$ cat src/rtl/apb_arb_pkg.sv
// Shared types and constants for the APB round-robin arbiter.
package apb_arb_pkg;

  localparam int unsigned APB_AW             = 32;
  localparam int unsigned APB_DW             = 32;
  localparam int unsigned DEF_TIMEOUT_CYCLES = 1024;

  typedef enum logic [1:0] {
    IDLE   = 2'd0,
    SETUP  = 2'd1,
    ACCESS = 2'd2,
    DONE   = 2'd3
  } arb_state_e;

  // Command captured from the winning requester.
  typedef struct packed {
    logic [APB_AW-1:0] addr;
    logic [APB_DW-1:0] wdata;
    logic              write;
  } apb_cmd_t;

endpackage

$ cat src/rtl/rr_pick.sv
// Combinational round-robin picker: one-hot winner, searching from last_grant+1 with wrap.
module rr_pick #(
  parameter int unsigned NUM_REQ = 2
) (
  input  logic [NUM_REQ-1:0]         req,
  input  logic [$clog2(NUM_REQ)-1:0] last_grant,
  output logic [NUM_REQ-1:0]         gnt
);

  localparam int unsigned IDX_W = $clog2(NUM_REQ);

  logic found;

  always_comb begin
    gnt   = '0;
    found = 1'b0;
    for (int unsigned i = 1; i <= NUM_REQ; i++) begin
      if (!found && req[IDX_W'((32'(last_grant) + i) % NUM_REQ)]) begin
        gnt[IDX_W'((32'(last_grant) + i) % NUM_REQ)] = 1'b1;
        found = 1'b1;
      end
    end
  end

endmodule

$ cat src/rtl/apb_rr_arbiter.sv
// Round-robin arbiter sharing one APB master port among NUM_REQ APB requesters.
// Optional ACCESS-phase timeout enabled by defining APB_ARB_TIMEOUT_EN.
module apb_rr_arbiter
  import apb_arb_pkg::*;
#(
  parameter int unsigned NUM_REQ        = 2,
  parameter int unsigned TIMEOUT_CYCLES = DEF_TIMEOUT_CYCLES
) (
  input  logic                      i_apb_clk,
  input  logic                      i_apb_rst_n,
  input  logic [NUM_REQ-1:0]        i_req_psel,
  input  logic [NUM_REQ-1:0]        i_req_penable,
  input  logic [APB_AW*NUM_REQ-1:0] i_req_paddr,
  input  logic [APB_DW*NUM_REQ-1:0] i_req_pwdata,
  input  logic [NUM_REQ-1:0]        i_req_pwrite,
  output logic [NUM_REQ-1:0]        o_req_pready,
  output logic [APB_DW-1:0]         o_req_prdata,
  output logic                      o_req_pserr,
  output logic                      o_apb_psel,
  output logic                      o_apb_penable,
  output logic                      o_apb_pwrite,
  output logic [APB_AW-1:0]         o_apb_paddr,
  output logic [APB_DW-1:0]         o_apb_pwdata,
  input  logic                      i_apb_pready,
  input  logic                      i_apb_pserr,
  input  logic [APB_DW-1:0]         i_apb_prdata,
  output logic [NUM_REQ-1:0]        o_grant,
  output logic                      o_busy
);

  localparam int unsigned IDX_W = $clog2(NUM_REQ);

  arb_state_e          state_q, state_d;
  logic [IDX_W-1:0]    last_q, last_d, grant_idx;
  logic [NUM_REQ-1:0]  win, grant_d, pready_d;
  apb_cmd_t            cmd_q, cmd_d, win_cmd;
  logic                psel_d, penable_d, pserr_d;
  logic [APB_DW-1:0]   prdata_d;

  // penable is not part of arbitration; TIMEOUT_CYCLES only matters with the timeout build.
  logic unused_ok;
  assign unused_ok = ^{i_req_penable, (TIMEOUT_CYCLES != 0)};

`ifdef APB_ARB_TIMEOUT_EN
  localparam int unsigned CNT_W = $clog2(TIMEOUT_CYCLES + 1);
  logic [CNT_W-1:0] cnt_q, cnt_d;

  always_ff @(posedge i_apb_clk or negedge i_apb_rst_n) begin
    if (!i_apb_rst_n) cnt_q <= '0;
    else              cnt_q <= cnt_d;
  end
`endif

  rr_pick #(.NUM_REQ(NUM_REQ)) u_pick (
    .req        (i_req_psel),
    .last_grant (last_q),
    .gnt        (win)
  );

  // Winner's command mux.
  always_comb begin
    win_cmd = '0;
    for (int unsigned r = 0; r < NUM_REQ; r++) begin
      if (win[r]) begin
        win_cmd.addr  = i_req_paddr[r*APB_AW +: APB_AW];
        win_cmd.wdata = i_req_pwdata[r*APB_DW +: APB_DW];
        win_cmd.write = i_req_pwrite[r];
      end
    end
  end

  always_comb begin
    grant_idx = '0;
    for (int unsigned r = 0; r < NUM_REQ; r++) begin
      if (o_grant[r]) grant_idx = IDX_W'(r);
    end
  end

  // Next state and next registered outputs.
  always_comb begin
    state_d   = state_q;
    last_d    = last_q;
    grant_d   = o_grant;
    cmd_d     = cmd_q;
    psel_d    = 1'b0;
    penable_d = 1'b0;
    pready_d  = '0;
    prdata_d  = '0;
    pserr_d   = 1'b0;
`ifdef APB_ARB_TIMEOUT_EN
    cnt_d     = cnt_q;
`endif
    unique case (state_q)
      IDLE: begin
        if (|i_req_psel) begin
          state_d = SETUP;
          grant_d = win;
          cmd_d   = win_cmd;
          psel_d  = 1'b1;
        end else begin
          grant_d = '0;
          cmd_d   = '0;
        end
      end
      SETUP: begin
        state_d   = ACCESS;
        psel_d    = 1'b1;
        penable_d = 1'b1;
`ifdef APB_ARB_TIMEOUT_EN
        cnt_d     = '0;
`endif
      end
      ACCESS: begin
        psel_d    = 1'b1;
        penable_d = 1'b1;
        if (i_apb_pready) begin
          state_d   = DONE;
          psel_d    = 1'b0;
          penable_d = 1'b0;
          cmd_d     = '0;
          pready_d  = o_grant;
          prdata_d  = i_apb_prdata;
          pserr_d   = i_apb_pserr;
          last_d    = grant_idx;
        end
`ifdef APB_ARB_TIMEOUT_EN
        else if (cnt_q == CNT_W'(TIMEOUT_CYCLES - 1)) begin
          state_d   = DONE;
          psel_d    = 1'b0;
          penable_d = 1'b0;
          cmd_d     = '0;
          pready_d  = o_grant;
          pserr_d   = 1'b1;
          last_d    = grant_idx;
        end else begin
          cnt_d = cnt_q + CNT_W'(1);
        end
`endif
      end
      DONE: begin
        state_d = IDLE;
        grant_d = '0;
      end
      default: state_d = IDLE;
    endcase
  end

  always_ff @(posedge i_apb_clk or negedge i_apb_rst_n) begin
    if (!i_apb_rst_n) begin
      state_q       <= IDLE;
      last_q        <= IDX_W'(NUM_REQ - 1);
      cmd_q         <= '0;
      o_grant       <= '0;
      o_busy        <= 1'b0;
      o_apb_psel    <= 1'b0;
      o_apb_penable <= 1'b0;
      o_req_pready  <= '0;
      o_req_prdata  <= '0;
      o_req_pserr   <= 1'b0;
    end else begin
      state_q       <= state_d;
      last_q        <= last_d;
      cmd_q         <= cmd_d;
      o_grant       <= grant_d;
      o_busy        <= (state_d != IDLE);
      o_apb_psel    <= psel_d;
      o_apb_penable <= penable_d;
      o_req_pready  <= pready_d;
      o_req_prdata  <= prdata_d;
      o_req_pserr   <= pserr_d;
    end
  end

  assign o_apb_paddr  = cmd_q.addr;
  assign o_apb_pwdata = cmd_q.wdata;
  assign o_apb_pwrite = cmd_q.write;

endmodule
$ cat config.mk
export PLATFORM = sky130hd
export DESIGN_NAME = apb_rr_arbiter
export DESIGN_NICKNAME = d
export VERILOG_FILES = /design/src/rtl/apb_arb_pkg.sv /design/src/rtl/rr_pick.sv /design/src/rtl/apb_rr_arbiter.sv
export SDC_FILE = /design/constraint.sdc
export NUM_CORES = 1
export LEC_CHECK = 0
export BUFFER_PORTS_ARGS = -buffer_cell sky130_fd_sc_hd__buf_2
export CAP_MARGIN = 15
export CORE_AREA = 2 2 108 110
export DETAILED_ROUTE_END_ITERATION = 10
export DIE_AREA = 0 0 110 112
export GPL_TIMING_DRIVEN = 0
export HOLD_SLACK_MARGIN = 0.12
export PLACE_DENSITY = 0.83
export SLEW_MARGIN = 15
export SYNTH_ARGS = -nofsm -noshare
export SYNTH_HDL_FRONTEND = slang
export SYNTH_SLANG_ARGS = --single-unit
$ cat constraint.sdc
create_clock -name i_apb_clk -period 3.51 [get_ports i_apb_clk]
set_clock_uncertainty 0.1 [all_clocks]
set_input_delay 0.1755 -clock i_apb_clk [delete_from_list [all_inputs] [get_ports i_apb_clk]]
set_output_delay 0.1755 -clock i_apb_clk [all_outputs]
set_load 0.1 [all_outputs]
==> reports/summary.txt <==
sw power = 4.58 mW
Syn Area/Cell = 10.8 um2
total congestion overflow = 0
worst vdd ir = 0.679 mV
max-slew violation count = 0
crit path kind = reg2reg
Slew Limit Headroom = 0.609
asr flop ratio synth = 1.00
critical path's largest stage delay = 0.61 ns
switching share of power = 0.599
Yosys Warn Count = 0
DR iter-0 viols = 600
Syn Nets = 587
crit-path max FO = 10
Routed WL = 18.3 mm
number of global-route vias before repair = 5,663
pre-CTS setup slack = 1.34 ns
delay-heaviest family, CP = buffers and inverters
Syn Inst Count = 411
WL per Instance = 18.2 um
Comb power frac = 0.634
die area = 12,300 um2
# clock sinks = 108
H-tree Lvls = 3
share of Yosys cell area claimed by the top area cell type = 0.600
initial core utilization = 0.399
clock power share = 0.123
RD Place Congestion = 0.880
commonest non-fill, non-tap cells in the layout = 289 x buf_2, 166 x dlygate4sd3_1, 107 x dfrtp_1
synthesized area = 4460 um2
Overall Global Routing Usage = 0.296
Crit. End Element = register
# setup viols final = 0
share of layout cells above drive strength 1 = 0.359
Hold Path Depth = 3
reg2reg path depth = 6
PwrDens = 961 nW/um2
Crit path top cell by count = buf_2
antenna violations before repair = 1
Max Freq = 425 MHz
I/O Pins = 275
Via Count = 5,416
PostCTS Resize Cnt = 0
setup bufs post-CTS = 0
WP buf/inv = 3
Inserted Clock Buffers = 9
nets = 1,037
cells along the critical path = nand2b_1 > buf_2 > buf_2 > a32oi_1 > dlygate4sd3_1 > o21ai_1
post-route setup TNS = 0 ns
dominant cell type by area after synthesis = dfrtp_1
Top FF cell, synth = dfrtp_1
clk_lat worst skew = 0.34 ns
Max Cap Viol = 0
total core area = 11,200 um2
CTS root buf = clkbuf_16
Arr. time, crit path = 2.51 ns
TritonCTS clock tree = yes
HPWL Detailed = 10.6 mm
sequential fraction of the synthesis area = 0.606
most common cell after layout, fill and taps aside = buf_2
Yosys reg bits = 108
Port Buffer Count = 272
number of synthesized flops with an enable pin = 0
largest net degree at the start of global routing = 61
top cells by area, synth = dfrtp_1 60%, a32oi_1 13%, nand2_1 5.8%, o21ai_1 5.7%, and3_1 4.9%
CTS Buffer Depth = 2
ANT nets after route = 0
std cell rows = 39
Startpoint Class = register
synthesis-to-layout area growth = 78.8%
RSZ-0062 raised after global routing = no
first-pass GRT wire length = 27.7 mm
Stages on worst setup path = 6
# DRC = 0
part of the power in registers = 0.243
vias per inst = 5.36
worst-margin pin slew = 0.587 ns
CP required = 3.66 ns
Final period util = 0.671
final hold violations = 0
status = finished clean
die height = 112 um
Worst path slowest cell = dlygate4sd3_1
Pre-antenna DRT Iters = 6
path category of the worst min-delay check = in2reg
leakage = 4.09 nW
CTS clk-pin slew, worst paths = 0.07 ns
Worst Slack Setup Final = 1.16 ns
Int Pwr = 3.08 mW
Die X = 110 um
Synth cell types = 22
min Tclk post-route = 2.35 ns
## flip-flops by register name, summed over array words and instances (netlist names)
name	count
last_q	1
o_apb_paddr	32
o_apb_penable	1
o_apb_psel	1
o_apb_pwdata	32
o_apb_pwrite	1
o_busy	1
o_grant	2
o_req_prdata	32
o_req_pready	2
o_req_pserr	1
state_q	2
## synth_stat cells, types with 2 or more instances
library cell / instances
buf_1: 3
nand2_1: 69
buf_4: 2
clkbuf_1: 21
inv_1: 3
buf_2: 18
and3_1: 35
a21oi_1: 2
o21ai_1: 51
o31ai_1: 2
dfrtp_1: 107
ha_1: 6
nand2b_1: 2
o21ai_0: 18
a32oi_1: 65
## routing by layer
metal,track usage,part of all wire
met5,0,0
met4,0.162,0.046
met3,0.0902,0.085
met2,0.516,0.51
met1,0.313,0.36
## final timing paths
path / start / end / slack, ns
worst max register to register: last_q / o_apb_pwdata[18] / 1.16
worst max-delay path: last_q / o_apb_pwdata[18] / 1.16
worst min-delay path: i_req_psel[0] / o_apb_psel / 0.14
max in group asynchronous: i_apb_rst_n / last_q / 2.38
worst min register to register: o_apb_paddr[12] / o_apb_paddr[12] / 0.38
min in group asynchronous: i_apb_rst_n / o_req_prdata[20] / 0.24
## worst min-delay path: cells and delay by family
kind / cells / cell delay [ns]
AO/OA/AOI/OAI: 2 / 0.23
buffers and inverters: 1 / 0.13
## power by group through the flow
stage          sequential [mW]  combinational, mW  clock (mW)
2_1_floorplan             4.58              0.894           0
3_3_place_gp              1.84               4.42           0
3_5_place_dp              1.86               4.50           0
4_1_cts                   1.84               4.78       0.966
5_1_grt                   1.90               5.04        1.02
6_report                  1.86               4.85       0.942
## layout make-up
type / count / area (um2)
timing repair buffer: 439 / 3060
inverter: 3 / 11.3
buffer: 44 / 195
antenna: 1 / 2.50
multi-input combinational: 256 / 1550
clock buffer: 9 / 225
tap: 143 / 179
sequential: 108 / 2700
fill: 727 / 3200
clock inverter: 7 / 48.8
## through the flow
step	instances	util	total power [mW]	instance area (um2)	hold slack, ns
after floorplan	411	-	5.47	4460	-0.220
after global placement	826	0.537	6.26	6000	0.320
after detailed placement	827	0.540	6.37	6030	0.0419
after CTS	1009	0.713	7.59	7970	0.130
after global routing	1010	0.713	7.97	7970	0.199
final	1010	0.713	7.66	7970	0.137
## repair_timing
item                                    CTS  global route
hold buffers                            166             0
endpoints found under the hold margin   207             0
endpoints found under the setup margin    0             0
## kinds of logic after synthesis
family | Yosys count | share of synthesized area
fa+ha+maj | 6 | 0.0168
simple gates | 109 | 0.114
mux | 1 | 0.00224
compound gates | 140 | 0.214
flops | 108 | 0.606
buf+inv | 47 | 0.0463
Power figures use the tool's default switching activity.
